==> config.mk <==
export PLATFORM = sky130hd
export DESIGN_NAME = ir_gree_rx
export DESIGN_NICKNAME = d
export VERILOG_FILES = /design/src/rtl/ir_gree_pkg.sv /design/src/rtl/ir_pulse_timer.sv /design/src/rtl/ir_gree_rx.sv
export SDC_FILE = /design/constraint.sdc
export NUM_CORES = 1
export LEC_CHECK = 0
export ABC_AREA = 1
export BUFFER_PORTS_ARGS = -buffer_cell sky130_fd_sc_hd__buf_2
export CAP_MARGIN = 20
export CORE_MARGIN = 4
export CORE_UTILIZATION = 48
export DETAILED_ROUTE_END_ITERATION = 10
export PLACE_DENSITY = 0.76
export SKIP_CTS_REPAIR_TIMING = 1
export SYNTH_ARGS = -nofsm -noshare
export SYNTH_HDL_FRONTEND = slang
export SYNTH_SLANG_ARGS = --single-unit
==> constraint.sdc <==
create_clock -name clk -period 9.2 [get_ports clk]
set_clock_uncertainty 0.15 [all_clocks]
set_input_delay 1.84 -clock clk [delete_from_list [all_inputs] [get_ports clk]]
set_output_delay 1.84 -clock clk [all_outputs]
set_load 0.05 [all_outputs]
==> src/rtl/ir_gree_pkg.sv <==
// Shared definitions for the Gree-style IR frame receiver:
// FSM states, pulse windows in microseconds, block sizes and widths.
package ir_gree_pkg;

    typedef enum logic [3:0] {
        IDLE,
        LEAD_MARK,
        LEAD_SPACE,
        B35_MARK,
        B35_SPACE,
        CONN_MARK,
        CONN_SPACE,
        B32_MARK,
        B32_SPACE,
        STOP_MARK
    } state_t;

    localparam int LEAD_MARK_MIN_US  = 8000;
    localparam int LEAD_MARK_MAX_US  = 10000;
    localparam int LEAD_SPACE_MIN_US = 4000;
    localparam int LEAD_SPACE_MAX_US = 5000;
    localparam int MARK_MIN_US       = 300;
    localparam int MARK_MAX_US       = 900;
    localparam int ZERO_MIN_US       = 300;
    localparam int ZERO_MAX_US       = 900;
    localparam int ONE_MIN_US        = 1300;
    localparam int ONE_MAX_US        = 2000;
    localparam int CONN_MIN_US       = 18000;
    localparam int CONN_MAX_US       = 22000;

    localparam int B35_LEN = 35;
    localparam int B32_LEN = 32;
    localparam int DUR_W   = 12;
    localparam int BIT_W   = 6;

    function automatic logic [DUR_W-1:0] us2tick(input int us, input int tick_us);
        return DUR_W'(us / tick_us);
    endfunction

endpackage

==> src/rtl/ir_pulse_timer.sv <==
// Synchronises the IR line, flags its edges and measures how long
// the current level has lasted in saturating ticks.
module ir_pulse_timer
    import ir_gree_pkg::*;
#(
    parameter int PRESCALE = 500
) (
    input  logic             clk,
    input  logic             rst,
    input  logic             ir_in,
    output logic             rise,
    output logic             fall,
    output logic             level,
    output logic [DUR_W-1:0] dur
);

    localparam int PW = (PRESCALE > 1) ? $clog2(PRESCALE) : 1;
    localparam logic [PW-1:0] PRE_MAX = PW'(PRESCALE - 1);

    logic          s1;
    logic          s2;
    logic          s2_d;
    logic [PW-1:0] pre;

    always_ff @(posedge clk or posedge rst) begin
        if (rst) begin
            s1   <= 1'b1;
            s2   <= 1'b1;
            s2_d <= 1'b1;
        end else begin
            s1   <= ir_in;
            s2   <= s1;
            s2_d <= s2;
        end
    end

    assign rise  = s2 & ~s2_d;
    assign fall  = ~s2 & s2_d;
    assign level = s2;

    // Every edge restarts the measurement of the new level.
    always_ff @(posedge clk or posedge rst) begin
        if (rst) begin
            pre <= '0;
            dur <= '0;
        end else if (rise || fall) begin
            pre <= '0;
            dur <= '0;
        end else if (pre == PRE_MAX) begin
            pre <= '0;
            if (dur != '1)
                dur <= dur + 1'b1;
        end else begin
            pre <= pre + 1'b1;
        end
    end

endmodule

==> src/rtl/ir_gree_rx.sv <==
// Gree IR frame receiver: leader, 35-bit block, connector,
// 32-bit block and stop mark, decoded from pulse-distance timing.
module ir_gree_rx
    import ir_gree_pkg::*;
#(
    parameter int CLK_HZ  = 50_000_000,
    parameter int TICK_US = 10
) (
    input  logic        clk,
    input  logic        rst,
    input  logic        ir_in,
    output logic [34:0] data35_out,
    output logic [31:0] data32_out,
    output logic        frame_valid,
    output logic        frame_err,
    output logic        busy
);

    localparam int PRESCALE = (CLK_HZ / 1000 * TICK_US) / 1000;

    localparam logic [DUR_W-1:0] LM_LO = us2tick(LEAD_MARK_MIN_US, TICK_US);
    localparam logic [DUR_W-1:0] LM_HI = us2tick(LEAD_MARK_MAX_US, TICK_US);
    localparam logic [DUR_W-1:0] LS_LO = us2tick(LEAD_SPACE_MIN_US, TICK_US);
    localparam logic [DUR_W-1:0] LS_HI = us2tick(LEAD_SPACE_MAX_US, TICK_US);
    localparam logic [DUR_W-1:0] MK_LO = us2tick(MARK_MIN_US, TICK_US);
    localparam logic [DUR_W-1:0] MK_HI = us2tick(MARK_MAX_US, TICK_US);
    localparam logic [DUR_W-1:0] Z_LO  = us2tick(ZERO_MIN_US, TICK_US);
    localparam logic [DUR_W-1:0] Z_HI  = us2tick(ZERO_MAX_US, TICK_US);
    localparam logic [DUR_W-1:0] O_LO  = us2tick(ONE_MIN_US, TICK_US);
    localparam logic [DUR_W-1:0] O_HI  = us2tick(ONE_MAX_US, TICK_US);
    localparam logic [DUR_W-1:0] C_LO  = us2tick(CONN_MIN_US, TICK_US);
    localparam logic [DUR_W-1:0] C_HI  = us2tick(CONN_MAX_US, TICK_US);

    localparam logic [BIT_W-1:0] B35_LAST = BIT_W'(B35_LEN - 1);
    localparam logic [BIT_W-1:0] B32_LAST = BIT_W'(B32_LEN - 1);

    logic             rise;
    logic             fall;
    logic             level;
    logic [DUR_W-1:0] dur;

    ir_pulse_timer #(
        .PRESCALE(PRESCALE)
    ) u_timer (
        .clk  (clk),
        .rst  (rst),
        .ir_in(ir_in),
        .rise (rise),
        .fall (fall),
        .level(level),
        .dur  (dur)
    );

    state_t           state;
    logic [BIT_W-1:0] bit_cnt;
    logic [34:0]      sh35;
    logic [31:0]      sh32;

    logic             mark_st;
    logic             bit_sp;
    logic [DUR_W-1:0] lo;
    logic [DUR_W-1:0] hi;
    logic [DUR_W-1:0] lim;
    logic             lvl_end;
    logic             one_ok;
    logic             in_win;
    logic             tmo;
    logic             bit_val;

    // Acceptance window of the level currently being timed.
    always_comb begin
        mark_st = 1'b0;
        bit_sp  = 1'b0;
        lo      = MK_LO;
        hi      = MK_HI;
        unique case (state)
            LEAD_MARK: begin
                mark_st = 1'b1;
                lo      = LM_LO;
                hi      = LM_HI;
            end
            LEAD_SPACE: begin
                lo = LS_LO;
                hi = LS_HI;
            end
            B35_MARK, CONN_MARK, B32_MARK, STOP_MARK: begin
                mark_st = 1'b1;
            end
            B35_SPACE, B32_SPACE: begin
                bit_sp = 1'b1;
                lo     = Z_LO;
                hi     = Z_HI;
            end
            CONN_SPACE: begin
                lo = C_LO;
                hi = C_HI;
            end
            default: ;
        endcase
    end

    assign lim     = bit_sp ? O_HI : hi;
    assign lvl_end = (rise | fall) & (level == mark_st);
    assign one_ok  = bit_sp && (dur >= O_LO) && (dur <= O_HI);
    assign in_win  = ((dur >= lo) && (dur <= hi)) || one_ok;
    assign tmo     = dur > lim;
    assign bit_val = dur >= O_LO;

    always_ff @(posedge clk or posedge rst) begin
        if (rst) begin
            state       <= IDLE;
            bit_cnt     <= '0;
            sh35        <= '0;
            sh32        <= '0;
            data35_out  <= '0;
            data32_out  <= '0;
            frame_valid <= 1'b0;
            frame_err   <= 1'b0;
            busy        <= 1'b0;
        end else begin
            frame_valid <= 1'b0;
            frame_err   <= 1'b0;
            if (state == IDLE) begin
                if (fall) begin
                    state <= LEAD_MARK;
                    busy  <= 1'b1;
                end
            end else if ((lvl_end && !in_win) || (!lvl_end && tmo)) begin
                state     <= IDLE;
                busy      <= 1'b0;
                frame_err <= 1'b1;
            end else if (lvl_end) begin
                unique case (state)
                    LEAD_MARK: state <= LEAD_SPACE;
                    LEAD_SPACE: begin
                        state   <= B35_MARK;
                        bit_cnt <= '0;
                    end
                    B35_MARK: state <= B35_SPACE;
                    B35_SPACE: begin
                        sh35[bit_cnt] <= bit_val;
                        bit_cnt       <= bit_cnt + 1'b1;
                        state <= (bit_cnt == B35_LAST) ? CONN_MARK : B35_MARK;
                    end
                    CONN_MARK: state <= CONN_SPACE;
                    CONN_SPACE: begin
                        state   <= B32_MARK;
                        bit_cnt <= '0;
                    end
                    B32_MARK: state <= B32_SPACE;
                    B32_SPACE: begin
                        sh32[bit_cnt[4:0]] <= bit_val;
                        bit_cnt            <= bit_cnt + 1'b1;
                        state <= (bit_cnt == B32_LAST) ? STOP_MARK : B32_MARK;
                    end
                    STOP_MARK: begin
                        state       <= IDLE;
                        busy        <= 1'b0;
                        frame_valid <= 1'b1;
                        data35_out  <= sh35;
                        data32_out  <= sh32;
                    end
                    default: ;
                endcase
            end
        end
    end

endmodule

==> Yosys cells after proc, flatten, opt, wreduce, memory -nomap -nowiden <==
Index checks and enable logic that the tools add are counted.
{ "totals": {"reg_bits": 171, "inputBits": 3, "output_inout_bits": 70, "elab_cells": 113} }
{ "classes": {"n_addsub": 3, "order_cmp": 9, "eq_ne": 15, "n_mux": 35, "bitwise": 8, "reduce_logical": 29} }
{ "ops": {"columns": ["op", "n"], "rows": [
  ["$mux W12", 4],
  ["$pmux W12 S3", 1],
  ["$pmux W4 S9", 1],
  ["$bwmux W35", 1],
  ["$pmux W11 S3", 1],
  ["$bwmux W32", 1],
  ["$mux W4", 5],
  ["$mux W9", 2],
  ["$eq A4 B3 Y1 const B", 4],
  ["$reduce_and A4 Y1", 4],
  ["$mux W1", 15],
  ["$add A12 B1 Y12 const B", 1],
  ["$ge A12 B12 Y1", 1],
  ["$ge A12 B8 Y1 const B", 1],
  ["$gt A12 B12 Y1", 1],
  ["$le A12 B12 Y1", 1],
  ["$le A12 B8 Y1 const B", 1],
  ["$ne A12 B12 Y1 const B", 1],
  ["$pmux W6 S2", 1],
  ["$reduce_bool A11 Y1", 1],
  ["$add A9 B1 Y9 const B", 1],
  ["$eq A9 B9 Y1 const B", 1],
  ["$eq A4 B2 Y1 const B", 2],
  ["$eq A4 B4 Y1 const B", 2],
  ["other kinds (26)", 45]
]} }

==> Depth between registers and ports, before layout <==
Gate-level depths: netlist of run 1.
{ "depth": {"word_depth": 11, "ltp_mapped": 20, "ltp_nobuf": 19} }

==> By module <==
A second synthesis of run 1 with hierarchy kept.
{ "unflattened": {"cells_unflattened": 1206, "area_unflattened_um2": 9441.6} }
{ "by_module_without_submodules": {"columns": ["module", "instances", "cells_each", "area_per_inst_um2", "seq_area_each_um2"], "rows": [
  ["ir_gree_rx", 1, 1032, 8057.7, 3678.5],
  ["ir_pulse_timer", 1, 174, 1383.8, 604.3]
]} }

==> Least setup slack after synthesis of run 1 <==
Ideal clock, no wire load.
{ "synth_path": {"path_kind": "register to register", "start": "register state[3]", "end": "register sh32[0]", "setup_ns": 0.117, "arrival_ns": 2.449, "required_ns": 8.933, "path_slack_ns": 6.484, "stages_incl_launch_ff": 20, "path_buffers": 1, "period_less_slack_ns": 2.716, "cell_sequence": "dfrtp_1 nor2_1 inv_1 nor2_1 nor2_1 ha_1 a21o_1 nand4_1 nand2_1 nand2_1 nand3_1 nand2_1 nand2_2 nand2_4 nand2_4 nor2_8 buf_6 nand3_1 nand2_1 nand2_1"} }
{ "synth_between": {"elab_chain_cells": 11, "word_cells_on_any_way": 34, "cone_classes": "order compare (3); eq/ne (10); mux (5); bitwise (3); reduce/logical (13)"} }
{ "synth_rtl": {"columns": ["item", "line", "text"], "rows": [
  ["from (decl)", "ir_gree_rx.sv:54", "state_t state;"],
  ["from (signal assigned)", "ir_gree_rx.sv:143", "state <= (bit_cnt == B35_LAST) ? CONN_MARK : B35_MARK;"],
  ["from (signal assigned)", "ir_gree_rx.sv:154", "state <= (bit_cnt == B32_LAST) ? STOP_MARK : B32_MARK;"],
  ["parallel branches: the longest is 10 deep, another holds $ge A12 B12 Y1", null, null],
  ["$reduce_and A4 Y1 (no line) *", null, null],
  ["to (signal, indexed assignment)", "ir_gree_rx.sv:152", "sh32[bit_cnt[4:0]] <= bit_val;"],
  ["to (decl)", "ir_gree_rx.sv:57", "logic [31:0] sh32;"]
]} }
Mark *: on every way between the ends.
A chain may end at the register's enable or synchronous reset.

==> Final worst setup path of run 1 <==
{ "layout_path": {"start": "register state[3]", "end": "register data32_out[24]"} }
{ "layout_between": {"elab_chain_cells": 11, "word_cells_on_any_way": 34, "cone_classes": "order compare (3); eq/ne (10); mux (5); bitwise (3); reduce/logical (13)"} }
{ "layout_rtl": {"columns": ["item", "line", "text"], "rows": [
  ["parallel branches: the longest is 10 deep, another holds $ge A12 B12 Y1", null, null],
  ["$reduce_and A4 Y1 (no line) *", null, null],
  ["to (signal assigned)", "ir_gree_rx.sv:116", "data32_out <= '0;"],
  ["to (signal assigned)", "ir_gree_rx.sv:161", "data32_out <= sh32;"],
  ["to (decl)", "ir_gree_rx.sv:13", "output logic [31:0] data32_out,"]
]} }
Marked as above.

==> out/summary.txt, run 1 <==
Status = finished clean
Starting Density = 48.7%
Synth area leader = dfrtp_1
Async SR Flop Fraction = 100%
CP cell instances = nor2_1 -> inv_1 -> nor2_1 -> inv_1 -> ha_1 -> nand2_1 -> nor2_1 -> nand4_1 -> nand3_1 -> nand2_1 -> nand2_2 -> nand2_4 -> nand2_2 -> buf_4 -> inv_2 -> buf_12 -> nand2_1 -> nand2_1
Hold worst-path end = u_timer.level
Power per cell area = 195 nW/um^2
Register area share after synthesis = 49.1%
Initial DRC count = 627
Via count = 7,342
Max H-tree Level = 4
Syn. warnings = 0
Slowest-stage cell, CP = buf_4
Period utilization = 43.4%
Critical path arrival = 4170 ps
Vias in the first global route = 7,054
WL met2 = 9.53 mm
Antenna cells = 0
First-pass GRT wire length = 33.9 mm
Yosys cell types = 46
Top cells by area, synth = dfrtp_1 (48%), nand2_1 (20%), ha_1 (4.7%)
Die height = 143 um
Worst-Margin Slew = 943 ps
Rel. slew slack = 36.7%
Max-slew violations = 0
Startpoint types = flip-flop
Post-Syn Area = 8720 um^2
DRC Markers = 0
Gr ovfl total = 0
R2R cell count = 18
Cts bufs inserted = 17
Area share of the largest cell type after synthesis = 48.2%
Total power = 0.00191 W
Vias per inst = 5.24
Post-Route WL = 20.1 mm
Endpoints failing setup = 0
Max-Cap Viols = 0
Synthesis-to-layout area growth = 12.3%
FF+latch count, synth = 171
Pre-CTS WS = 5230 ps
Worst-path maximum fanout = 68
M1 wire length = 9.33 mm
CTS tree = yes
Max frequency = 0.251 GHz
Die Area = 20,400 um^2
Leak = 5.30 nW
Worst R2R Setup Slack = 5210 ps
CP most frequent cell = nand2_1
Worst hold start = u_timer.s1
FP Rows = 49
Worst Path Buf+Inv = 5
Most frequent cells after synthesis = nand2_1 (460), dfrtp_1 (168), nor2_1 (99)
Drt wl/cell = 14.4 um
Reg2reg start = state[3]
Crit path kind = reg -> reg
Clk buf depth = 2
Number of flops mapped to enable cells by yosys = 0
Share of post-route cells with drive strength above 1 = 12.1%
Routability cong. = 0.891
Pre-antenna DRT Iters = 5
CP Data Required Time = 9380 ps
Dpl hpwl = 13.3 mm
Port bufs = 72
Final ANT Viol Nets = 0
R2R Path End = data32_out[24]
Tmin final = 3990 ps
Most frequent cell after synthesis = nand2_1
IO Count = 73
VDD IR max = 137 uV
Fin nets = 1,194
Reg clk slew, reported paths = 70 ps
Final hold viol count = 0
Hold Crit Depth = 0
Hold/Removal Path Class = reg -> reg
Mean Syn Cell Area = 7.86 um^2
Crit. End Element = flip-flop
RSZ-0062 raised after global routing = no
Setup TNS Final = 0 ps
Clock latency on the worst-skew pair = 430 ps
Die W = 143 um
Synth Flop Type = dfrtp_1
CP delay by family, top = buffers and inverters
Initial antenna violation count = 0
WL met3 = 849 um
CTS Sinks = 171
Clk root buf = clkbuf_16
Post-synthesis cell count = 1,110
Core ar. = 17,900 um^2
Crit path largest cell delay = 520 ps
All-layer global routing usage = 20.6%
Net Count, Synth = 1,146
Largest net degree at the start of global routing = 88
DR top layer = met4
Setup slack after layout = 5210 ps
[state kept, by name, indices dropped and copies added (netlist names)]
signal / cells
u_timer.s1: 1
u_timer.level: 1
data32_out: 32
u_timer.dur: 12
sh35: 35
frame_err: 1
frame_valid: 1
bit_cnt: 6
state: 4
busy: 1
u_timer.pre: 9
data35_out: 35
u_timer.s2_d: 1
sh32: 32
[area by class of cell]
class | count | area [um^2]
Clock inverter | 14 | 189
Inverter | 59 | 226
Clock buffer | 18 | 439
Fill cell | 1673 | 8110
Tap cell | 229 | 287
Timing Repair Buffer | 77 | 430
Multi-Input combinational cell | 832 | 3930
Sequential cell | 171 | 4280
[layout by cell type, fill, tap and decap left out, drive strengths merged, types with 20 or more instances in the layout]
cell / netlist / layout
a21oi: 21 / 21
buf: 30 / 77
dfrtp: 168 / 168
ha: 33 / 33
inv: 58 / 61
nand2: 467 / 467
nand3: 65 / 65
nand4: 41 / 41
nor2: 105 / 105
nor3: 20 / 20
o21ai: 51 / 51
[cells by family after synthesis]
| logic type | synth area share (%) |
|---|---|
| AOI/OAI and AO/OA | 5.29 |
| xor gates and xnor gates | 0.201 |
| adders and majority gates | 4.74 |
| buffers and inverters | 5.80 |
| DFF | 49.1 |
| and+or+nand+nor | 34.9 |
[metrics by stage]
stage | hold slack [ps] | utilization (%) | instance area [um^2] | cells
2_1_floorplan | 195 | - | 8720 | 1110
3_3_place_gp | 206 | 50.9 | 9110 | 1366
3_5_place_dp | 207 | 51.0 | 9130 | 1367
4_1_cts | 220 | 54.5 | 9760 | 1399
5_1_grt | 228 | 54.7 | 9790 | 1400
6_report | 222 | 54.7 | 9790 | 1400
[worst reg2reg max path, cell delays in order (launching register included)]
cell and delay, ps:
dfrtp_1 420, nor2_1 190, inv_1 150, nor2_1 300, inv_1 130, ha_1 360, nand2_1 80, nor2_1 170
nand4_1 110, nand3_1 90, nand2_1 60, nand2_2 90, nand2_4 80, nand2_2 60, buf_4 520, inv_2 450
buf_12 290, nand2_1 110, nand2_1 60
[worst max path at each step]
stage,startpoint,end,slack [ps],cells past startpoint
5_1_grt,state[3],data32_out[24],4710,18
4_1_cts,state[3],data32_out[24],5200,18
3_3_place_gp,state[2],data32_out[24],5040,17
3_5_place_dp,state[3],data32_out[22],5230,18
2_1_floorplan,rst,bit_cnt[0],2580,1
6_report,state[3],data32_out[24],5210,18
[routing by layer]
metal | vias up | track usage (%)
met3 | 32 | 3.92
met5 | - | 0
met4 | 0 | 7.45
met2 | 159 | 32.9
li1 | 3683 | -
met1 | 3468 | 28.0
[power breakdown]
group | internal (W) | leakage [nW] | switching, W
Sequential | 0.000767 | 2.37 | 0.0000167
Combinational | 0.000100 | 2.63 | 0.000266
Clock | 0.000441 | 0.298 | 0.000318
Total | 0.00131 | 5.30 | 0.000601
No activity file was read; power rests on OpenSTA's default activity.
==> run 2, diff against run 1 <==
==> constraint.sdc (replaced) <==
create_clock -name clk -period 3.74 [get_ports clk]
set_clock_uncertainty 0.15 [all_clocks]
set_input_delay 0.748 -clock clk [delete_from_list [all_inputs] [get_ports clk]]
set_output_delay 0.748 -clock clk [all_outputs]
set_load 0.05 [all_outputs]
==> out/summary.txt, run 2 (synthesis results as in run 1) <==
Starting Density = 48.7% (unchanged)
Max frequency = 0.301 GHz (+20%)
Initial DRC count = 641 (+2.2%)
Crit path largest cell delay = 570 ps (+50 ps)
Pre-antenna DRT Iters = 5 (unchanged)
Port bufs = 72 (unchanged)
Vias per inst = 5.32 (+1.4%)
Crit path kind = reg -> reg
Setup TNS Final = 0 ps (unchanged)
Non-filler instance count after layout = 1,408 (+0.57%)
Worst Path Buf+Inv = 3 (-2)
Period utilization = 88.7% (+45 points)
Worst-Margin Slew = 835 ps (-108 ps)
Largest registers = data35_out x35, sh35 x35
Drt wl/cell = 14.5 um (+1.2%)
Via count = 7,490 (+2.0%)
Die W = 143 um (unchanged)
Leading cell type in the layout, fill and taps excluded = nand2_1
Most frequent cells in the layout = nand2_1 (459), dfrtp_1 (168), nor2_1 (98)
RSZ-0062 raised after global routing = no
Worst-path maximum fanout = 42 (-38%)
First-pass GRT wire length = 34.4 mm (+1.3%)
Status = finished clean
Switching Share = 33.5% (+2.0 points)
Max-Cap Viols = 0 (unchanged)
Max-slew violations = 0 (unchanged)
IO Count = 73 (unchanged)
All-layer global routing usage = 20.8% (+0.22 points)
Tmin final = 3320 ps (-672 ps)
R2R cell count = 15 (-3)
Final hold viol count = 0 (unchanged)
Gr ovfl total = 0 (unchanged)
Endpoints failing setup = 0 (unchanged)
WP depth = 15 (-3)
Hold/Removal Path Class = in -> async
Worst setup endpoint = data32_out[24]
CTS tree = yes
Antenna cells = 0 (unchanged)
Initial antenna violation count = 0 (unchanged)
Dpl hpwl = 13.7 mm (+2.9%)
Vias in the first global route = 7,174 (+1.7%)
Design Area, Final = 9840 um^2 (+0.49%)
CP Data Required Time = 3970 ps (-5410 ps)
Worst R2R Setup Slack = 420 ps (-4790 ps)
Routability cong. = 0.948 (+6.3%)
Flop pwr share = 42.3% (+1.2 points)
VDD IR max = 350 uV (+160%)
Leak = 5.33 nW (+0.56%)
Clock network fraction of design power = 37.4% (-2.4 points)
CP delay by family, top = simple AND/OR/NAND/NOR gates
Rel. slew slack = 43.9% (+7.2 points)
Share of post-route cells with drive strength above 1 = 12.8% (+0.68 points)
Power per cell area = 464 nW/um^2 (+140%)
Max H-tree Level = 4 (unchanged)
Combinational group share of total power = 20.3% (+1.1 points)
Largest net degree at the start of global routing = 71 (-19%)
Sw Pwr = 0.00153 W (+150%)
Placed cells = 1,374 (+0.51%)
Placed Instance Area = 9220 um^2 (+0.97%)
Reg2reg start = state[1]
Synthesis-to-layout area growth = 12.8%
Pre-CTS WS = 95.1 ps (-5140 ps)
R2R Path End = data32_out[24]
Clock latency on the worst-skew pair = 440 ps (about the same)
Clk root buf = clkbuf_16
Post-Route WL = 20.5 mm (+1.8%)
FP Rows = 49 (unchanged)
Reg clk slew, reported paths = 70 ps (about the same)
Final ANT Viol Nets = 0 (unchanged)
Startpoint types = flip-flop
Total power = 0.00456 W (+140%)
Critical path arrival = 3550 ps (-620 ps)
Core ar. = 17,900 um^2 (unchanged)
Cell-internal power = 0.00304 W (+130%)
Fin nets = 1,202 (+0.67%)
Crit. End Element = flip-flop
CP cell instances = nand2_1 -> nor2_1 -> inv_1 -> ha_1 -> o21a_1 -> a311oi_1 -> nand3_1 -> nand2_1 -> nand2_2 -> nand2_4 -> nand2_2 -> inv_2 -> buf_4 -> nand2_1 -> nand2_1
Die Area = 20,400 um^2 (unchanged)
Cts bufs inserted = 17 (unchanged)
Clk buf depth = 2 (unchanged)
DRC Markers = 0 (unchanged)
CP most frequent cell = nand2_1
Crit path from = state[1]
CTS Sinks = 171 (unchanged)
Slowest-stage cell, CP = dfrtp_1
Setup slack after layout = 423 ps (-4790 ps)
Die height = 143 um (unchanged)
## run 2: metrics by stage
stage / utilization (%) / hold slack (ps)
2_1_floorplan: - / 195
3_3_place_gp: 51.5 / 197
3_5_place_dp: 51.5 / 200
4_1_cts: 54.7 / 210
5_1_grt: 54.9 / 64.5
6_report: 54.9 / 64.3
## run 2: per-layer routing
metal | global-route usage [%] | up-vias | wire [um]
met3 | 3.99 | 50 | 954
li1 | - | 3700 | -
met2 | 33.4 | 181 | 9530
met1 | 27.8 | 3559 | 9440
met5 | 0 | - | 0
met4 | 8.60 | 0 | 536
## run 2: how the worst min path moves through the flow
stage                           from             end  slack (ps)  depth (start not counted)
after floorplan           u_timer.s1   u_timer.level         200                          0
after global placement    u_timer.s1   u_timer.level         200                          0
after detailed placement  u_timer.s1   u_timer.level         200                          0
after CTS                 u_timer.s1   u_timer.level         210                          0
after global routing             rst  data32_out[20]          60                          2
final                            rst  data32_out[20]          60                          2
## run 2: layout make-up
| type | count | area [um^2] |
|---|---|---|
| fillers | 1667 | 8070 |
| clock inverters | 14 | 131 |
| multi-input cells | 833 | 3960 |
| well taps | 229 | 287 |
| flip-flops and latches | 171 | 4280 |
| inverters | 59 | 225 |
| clock buffers | 18 | 439 |
| repair buffers | 84 | 513 |
## run 2: power groups by stage
stage | clock network [W] | logic, W | registers (W)
5_1_grt | 0.00182 | 0.00105 | 0.00193
6_report | 0.00171 | 0.000926 | 0.00193
3_5_place_dp | 0 | 0.000892 | 0.00197
4_1_cts | 0.00174 | 0.000901 | 0.00193
2_1_floorplan | 0 | 0.000663 | 0.00198
3_3_place_gp | 0 | 0.000877 | 0.00196
